File: src/rtl/ex_hazard_ctrl.sv
// EX-stage hazard controller: operand forwarding, load-use bubble, branch flush and memory-wait stall.
// Define HAZ_PERF_CNT_EN to add the Perf_stall_cnt / Perf_flush_cnt performance counters.
module ex_hazard_ctrl #(
    parameter int FLUSH_CYCLES = 1,
    parameter int REG_ADDR_W   = 5
) (
    input  logic                  Clk,
    input  logic                  Reset_n,
    input  logic [REG_ADDR_W-1:0] IF_Rs1_addr,
    input  logic [REG_ADDR_W-1:0] IF_Rs2_addr,
    input  logic [REG_ADDR_W-1:0] ID_Rs1_addr,
    input  logic [REG_ADDR_W-1:0] ID_Rs2_addr,
    input  logic [REG_ADDR_W-1:0] ID_Rd_addr,
    input  logic                  ID_Mem_rd_en,
    input  logic [REG_ADDR_W-1:0] EX_Rd_addr,
    input  logic                  EX_RegFile_wr_en,
    input  logic                  EX_MemToReg,
    input  logic [REG_ADDR_W-1:0] WB_Rd_addr,
    input  logic                  WB_RegFile_wr_en,
    input  logic                  EX_PC_Branch,
    input  logic                  Mem_busy,
    output logic [1:0]            ForwardA,
    output logic [1:0]            ForwardB,
    output logic                  PC_Stall,
    output logic                  IF_Stall,
    output logic                  IF_Flush,
    output logic                  ID_Flush,
    output logic                  EX_Flush,
`ifdef HAZ_PERF_CNT_EN
    output logic [31:0]           Perf_stall_cnt,
    output logic [31:0]           Perf_flush_cnt,
`endif
    output logic [1:0]            Hazard_state
);

    typedef enum logic [1:0] {
        RUN     = 2'd0,
        LOADUSE = 2'd1,
        FLUSH   = 2'd2,
        MEMWAIT = 2'd3
    } haz_state_e;

    localparam logic [1:0] FLUSH_LOAD = 2'(FLUSH_CYCLES - 1);

    haz_state_e state_q, state_d;
    logic [1:0] cnt_q, cnt_d;
    logic       pending_q, pending_d;
    logic       ex_fwd_ok, wb_fwd_ok, load_use;
    logic       do_flush, do_wait, do_bubble;

    // x0 is hardwired, so a write to it never produces a forwardable value.
    assign ex_fwd_ok = EX_RegFile_wr_en && !EX_MemToReg && (EX_Rd_addr != '0);
    assign wb_fwd_ok = WB_RegFile_wr_en && (WB_Rd_addr != '0);

    assign ForwardA = (ex_fwd_ok && (EX_Rd_addr == ID_Rs1_addr)) ? 2'b10 :
                      (wb_fwd_ok && (WB_Rd_addr == ID_Rs1_addr)) ? 2'b01 : 2'b00;
    assign ForwardB = (ex_fwd_ok && (EX_Rd_addr == ID_Rs2_addr)) ? 2'b10 :
                      (wb_fwd_ok && (WB_Rd_addr == ID_Rs2_addr)) ? 2'b01 : 2'b00;

    assign load_use = ID_Mem_rd_en && (ID_Rd_addr != '0) &&
                      ((ID_Rd_addr == IF_Rs1_addr) || (ID_Rd_addr == IF_Rs2_addr));

    always_comb begin
        // NOTE: every variable gets a default first so no path leaves it unassigned (no latch).
        state_d   = RUN;
        cnt_d     = cnt_q;
        pending_d = 1'b0;
        do_flush  = 1'b0;
        do_wait   = 1'b0;
        do_bubble = 1'b0;

        case (state_q)
            FLUSH: begin
                do_flush = 1'b1;
                cnt_d    = EX_PC_Branch ? FLUSH_LOAD : cnt_q - 2'd1;
            end
            MEMWAIT: begin
                // A branch seen while memory is busy waits here and becomes the exit flush.
                if (Mem_busy) begin
                    do_wait   = 1'b1;
                    pending_d = pending_q || EX_PC_Branch;
                end else if (EX_PC_Branch || pending_q) begin
                    do_flush = 1'b1;
                    cnt_d    = FLUSH_LOAD;
                end else if (load_use) begin
                    do_bubble = 1'b1;
                end
            end
            LOADUSE: begin
                if (EX_PC_Branch) begin
                    do_flush = 1'b1;
                    cnt_d    = FLUSH_LOAD;
                end else if (Mem_busy) begin
                    do_wait = 1'b1;
                end else begin
                    do_bubble = 1'b1;
                end
            end
            default: begin
                if (EX_PC_Branch) begin
                    do_flush = 1'b1;
                    cnt_d    = FLUSH_LOAD;
                end else if (Mem_busy) begin
                    do_wait = 1'b1;
                end else if (load_use) begin
                    do_bubble = 1'b1;
                end
            end
        endcase

        // The detection cycle is the first flush cycle, so FLUSH only covers the remainder.
        if (do_flush) begin
            state_d = (cnt_d != 2'd0) ? FLUSH : RUN;
        end else if (do_wait) begin
            state_d = MEMWAIT;
        end else if (do_bubble && (state_q != LOADUSE)) begin
            state_d = LOADUSE;
        end
    end

    always_ff @(posedge Clk or negedge Reset_n) begin
        if (!Reset_n) begin
            state_q   <= RUN;
            cnt_q     <= 2'd0;
            pending_q <= 1'b0;
        end else begin
            // NOTE: non-blocking assignments so all flops sample pre-edge values together.
            state_q   <= state_d;
            cnt_q     <= cnt_d;
            pending_q <= pending_d;
        end
    end

    // Controls are gated by reset so the stage registers see no stray stall/flush in reset.
    assign PC_Stall     = Reset_n && (do_wait || do_bubble);
    assign IF_Stall     = Reset_n && (do_wait || do_bubble);
    assign IF_Flush     = Reset_n && do_flush;
    assign ID_Flush     = Reset_n && (do_flush || do_bubble);
    assign EX_Flush     = Reset_n && do_flush;
    assign Hazard_state = state_q;

`ifdef HAZ_PERF_CNT_EN
    logic [31:0] perf_stall_q, perf_stall_d;
    logic [31:0] perf_flush_q, perf_flush_d;

    always_comb begin
        perf_stall_d = perf_stall_q + {31'd0, PC_Stall};
        perf_flush_d = perf_flush_q + {31'd0, IF_Flush};
    end

    always_ff @(posedge Clk or negedge Reset_n) begin
        if (!Reset_n) begin
            perf_stall_q <= 32'd0;
            perf_flush_q <= 32'd0;
        end else begin
            perf_stall_q <= perf_stall_d;
            perf_flush_q <= perf_flush_d;
        end
    end

    assign Perf_stall_cnt = perf_stall_q;
    assign Perf_flush_cnt = perf_flush_q;
`endif

endmodule

File: config.mk
export PLATFORM = sky130hd
export DESIGN_NAME = ex_hazard_ctrl
export DESIGN_NICKNAME = d
export VERILOG_FILES = /design/src/rtl/ex_hazard_ctrl.sv
export SDC_FILE = /design/constraint.sdc
export NUM_CORES = 1
export LEC_CHECK = 0
export BUFFER_PORTS_ARGS = -buffer_cell sky130_fd_sc_hd__clkbuf_2
export CORE_MARGIN = 4
export CORE_UTILIZATION = 36
export DETAILED_ROUTE_END_ITERATION = 6
export PLACE_DENSITY_LB_ADDON = 0.3
export SYNTH_ARGS = -nofsm -noshare
export SYNTH_HDL_FRONTEND = slang
export SYNTH_SLANG_ARGS = --single-unit
File: constraint.sdc
create_clock -name Clk -period 1.4 [get_ports Clk]
set_input_delay 0.28 -clock Clk [delete_from_list [all_inputs] [get_ports Clk]]
set_output_delay 0.28 -clock Clk [all_outputs]
set_load 0.01 [all_outputs]
Word-level counts from Yosys, hierarchy flattened:

Cells that the tools add are included.

* logic and storage cells: 66
* register bits: 5
* input port bits: 43

* muxes and demuxes: 30
* equal/unequal tests: 10
* add/sub/neg operators: 1
* reductions and logical operators: 22

Operators by type and width (number)
* 5-bit == test: 6
* 2-bit two-way mux: 9
* 1-bit two-way mux: 17
* 5-bit nonzero test: 3
* 1-bit logical AND: 13
* 2-bit == test, second input constant: 2
* 1-bit logical OR: 4
* 1-bit one-hot mux with 2 select lines: 2
* 2-bit one-hot mux with 2 select lines: 1
* 1-bit one-hot mux with 3 select lines: 1
* 2-bit by 1-bit == test with 1-bit output, second input constant: 1
* 2-bit by 1-bit inequality test with 1-bit output, second input constant: 1
* 2-bit nonzero test: 1
* 2-bit by 1-bit subtractor with 2-bit output, second input constant: 1
* 1-bit zero test: 1

Logic depth before layout (Yosys ltp):

* depth in word-level cells: 11
* mapped depth: 6

Least setup slack after synthesis:

No wires, ideal clock.

* kind: flip-flop to output port
* start point: register state_q[0] (netlist: Hazard_state[0])
* end point: output PC_Stall
* buffers on the path: 2
* setup slack: -0.387 ns
* stages on the path, launching flop included: 7
* data arrival time: 1.507 ns
* cell sequence: dfrtp_1 clkbuf_1 inv_1 o21ai_0 nand3b_1 o21ai_0 buf_4

* cells in the longest elaborated chain, start to end: 4
* elaborated cells between the ends (all ways): 7

RTL lines
* start, declared: line 45 `haz_state_e state_q, state_d;`
* start signal, assigned: line 128 `state_q <= state_d;`
* 2-bit by 1-bit == test with 1-bit output or 2-bit == test (tied branches): line 72 `case (state_q)`
* 1-bit one-hot mux with 3 select lines or 1-bit one-hot mux with 2 select lines (tied branches): line 72
* 1-bit logical OR *
* 1-bit logical AND *
* end, declared: line 24 `output logic PC_Stall,`

Mark *: on every way between the ends. The rest lies on a longest branch, timed or not.

Worst setup path in the final report:

* start point: input WB_Rd_addr[0]
* end point: output ForwardB[0]

* cells in the longest elaborated chain, start to end: 5
* elaborated cells between the ends (all ways): 6

RTL lines
* start, declared: line 18 `input logic [REG_ADDR_W-1:0] WB_Rd_addr,`
* 5-bit nonzero test: line 53 `assign wb_fwd_ok = WB_RegFile_wr_en && (WB_Rd_addr != '0);`
* 1-bit logical AND: line 53
* 1-bit logical AND *: line 58 `(wb_fwd_ok && (WB_Rd_addr == ID_Rs2_addr)) ? 2'b01 : 2'b00;`
* 1-bit two-way mux *: line 58
* 2-bit two-way mux *: line 57 `assign ForwardB = (ex_fwd_ok && (EX_Rd_addr == ID_Rs2_addr)) ? 2'b10 :`
* end, declared: line 23 `output logic [1:0] ForwardB,`

Marked as above.

==> results.toml <==
[power_and_ir_drop]
p_seq_frac = 0.243
pwr-share-clk = 0.202
p_int_mw = 0.502
irDropWorstVdd_uv = 578
sw_frac_of_total = 0.368
power_leakage_nw = 0.655
p_sw_mw = 0.292
p_comb_frac = 0.555
power_density_mw_per_mm2 = 568

[setup_path]
arrival_ns = 1.54
reg2reg_slack_ns = 0.04
r2r_start = "pending_q"
crit_fanout = 3
crit_required_ns = 1.12
cp-start-kind = "primary input"
r2r-end = "cnt_q[1]"
worstSetupPathType = "primary input to output port"
rr_worst_depth = 6
end_kind = "output port"

[yosys]
synth.top_cell.area_share = 0.187
yosys-top-cells-area = "xnor2_1 19%, dfrtp_1 17%, xor2_1 16%"
syn_inst = 98
yosysWarningCount = 0
ys_ff_latch = 5
synthDistinctLibCells = 30
syn-cell-area_um2 = 749
seq_area_frac_synth = 0.167
synth_nets = 141
yosysTopAreaCell = "xnor2_1"
synth.avg_cell_area_um2 = 7.65

[detailed_routing]
first_pass_iters = 4
drtAntennaViolNets = 0
via_count = 1029
drtIter0Drc = 6
drc = 0
wl_per_cell_um = 14.3
wirelength_um = 2910
vias_per_cell = 5.07

[grt]
gr-total-overflow = 0
antenna_found_initial = 0
track_usage = 0.196
grt_pass1_vias = 1036
grt_max_degree = 9
grt_pass1_wl_um = 4220

[clocking]
hold_buffers = 0
cts_sinks = 5
clockBufferDepth = 2
root_buffer = "clkbuf_4"
clkTransAtPathRegs_ns = 0.04
cts_buffers = 3
clock_latency_ns = 0.23
htreeDepth = 1
cts_tree = "yes"

[sta]
min_period_over_period = 1.30
worst_pin_slew_ns = 0.416
rsz0062_at_grt = "true"
max_slew_margin = 0.720
fin_crit_ns = 1.82
setup_violations = 9
layout_setup_ws_ns = -0.419
finalSetupTns_ns = -2.48
slew_violations = 0
final_hold_viol_count = 0
fmax_mhz = 550
fin_skew_ns = 0.00141

[worst_hold_path]
min_path_type = "primary input to asynchronous set/reset pin"

[die]
die_area_mm2 = 0.00288
start_util = 0.382
rows = 16
coreArea_mm2 = 0.00196
die_w_um = 53.6
die_y_um = 53.6
io_pins = 54

[finish]
syn2layout_area_growth_pct = 86.6
diodes = 0
fillerInstances = 153
nets = 220
postLayoutCellArea_mm2 = 0.00140
layout-drive-gt1-share = 0.568
post_layout_nonfiller_instances = 203
final_core_util = 0.713

[placed_design]
place_area_mm2 = 0.00121
dp_hpwl_um = 2070
io_buffers = 53
place_congestion = 0.828
dp.cells = 195

[flow_run]
drv_cap = 0

[run_status]
status = "finished with violations"
violations = "setup timing"
worst max-delay path, cell delays in order:
cell and delay (ns):
clkbuf_8 0.12, xor2_1 0.13, or4_4 0.54, nor4_4 0.29
buf_2 0.17
final cells by class:
class | count | area (um2) | area share
clock buffers | 4 | 26.3 | 0.0188
repair buffers | 78 | 509 | 0.364
inverters | 3 | 11.3 | 0.00805
flip-flops and latches | 5 | 126 | 0.0903
multi-input cells | 86 | 692 | 0.495
well taps | 27 | 33.8 | 0.0242
stage by stage:
| stage | power (mW) | setup WS (ns) | hold WS [ns] |
|---|---|---|---|
| floorplan | 0.381 | -0.160 | -0.0156 |
| global placement | 0.560 | -0.411 | 0.255 |
| detailed placement | 0.572 | -0.425 | 0.254 |
| CTS | 0.774 | -0.416 | 0.00303 |
| global route | 0.843 | -0.477 | 0.0147 |
| finish | 0.794 | -0.419 | 0.00798 |
power by group through the flow:
stage	sequential [mW]	clock (mW)	combinational, mW
CTS	0.191	0.167	0.416
finish	0.193	0.160	0.441
global route	0.196	0.171	0.476
floorplan	0.183	0	0.198
detailed placement	0.191	0	0.381
global placement	0.190	0	0.370
layout by cell type (no fill, tap or decap), types with 2 or more instances in the layout:
cell / instances
clkbuf_2: 43
xor2_1: 14
xnor2_1: 16
or4_4: 4
nand3b_1: 2
nor4_4: 3
nand2_1: 7
buf_2: 5
dfrtp_1: 4
buf_8: 2
o21ai_0: 6
nand3_1: 6
nor2_2: 2
buf_4: 24
inv_1: 3
clkbuf_8: 2
nor2_1: 4
nor3_1: 2
clkbuf_4: 3
registers in the layout (all words and copies together), names as in the netlist:
signal,count
cnt_q,2
pending_q,1
Hazard_state,2
metal layers:
metal / GRT usage / share of wire / vias to the layer above / wire length (um)
met4: 0.0809 / 0.013 / 0 / 37
li1: - / - / 502 / -
met2: 0.418 / 0.58 / 44 / 1680
met5: 0 / 0 / - / 0
met3: 0.0249 / 0.076 / 4 / 221
met1: 0.178 / 0.34 / 479 / 976
how the worst max path moves through the flow:
| stage | start | slack [ns] | end | cells past startpoint |
|---|---|---|---|---|
| floorplan | WB_Rd_addr[2] | -0.16 | ForwardA[0] | 3 |
| global placement | WB_Rd_addr[2] | -0.41 | ForwardA[0] | 5 |
| detailed placement | ID_Rs2_addr[2] | -0.43 | ForwardB[0] | 5 |
| CTS | WB_Rd_addr[0] | -0.42 | ForwardB[0] | 5 |
| global route | WB_Rd_addr[0] | -0.48 | ForwardB[0] | 5 |
| finish | WB_Rd_addr[0] | -0.42 | ForwardB[0] | 5 |
synthesized netlist by cell type:
master and instances:
a21oi_1 1, o21ai_0 7, nor3b_1 1, nand2_1 7
buf_4 2, nand3b_1 2, or2_2 1, nor3_1 2
o21ai_2 1, o21ai_1 1, a31oi_1 1, o22ai_1 1
or4_1 5, xnor2_1 16, nor2b_1 1, nor4_1 2
o21a_1 1, xor2_1 14, dfrtp_1 5, inv_1 3
o31ai_1 1, and3b_1 1, nor2_1 7, nor4_2 2
o211ai_1 1, and3_1 1, a32oi_1 1, a21boi_0 1
clkbuf_1 2, nand3_1 7
what timing repair did:
| item | CTS | global route |
|---|---|---|
| setup endpoints to repair | 9 | 10 |
| setup buffers | 5 | 2 |
| gates resized for setup | 11 | 20 |
| pin swaps | 6 | 11 |
cell families after synthesis:
logic type	count (synthesis)	share of synthesized area
DFF	5	0.167
buffers and inverters	7	0.0451
xor gates and xnor gates	30	0.351
and+or+nand+nor	39	0.297
AOI/OAI and AO/OA	17	0.140
No activity file was read; power rests on OpenSTA's default activity.
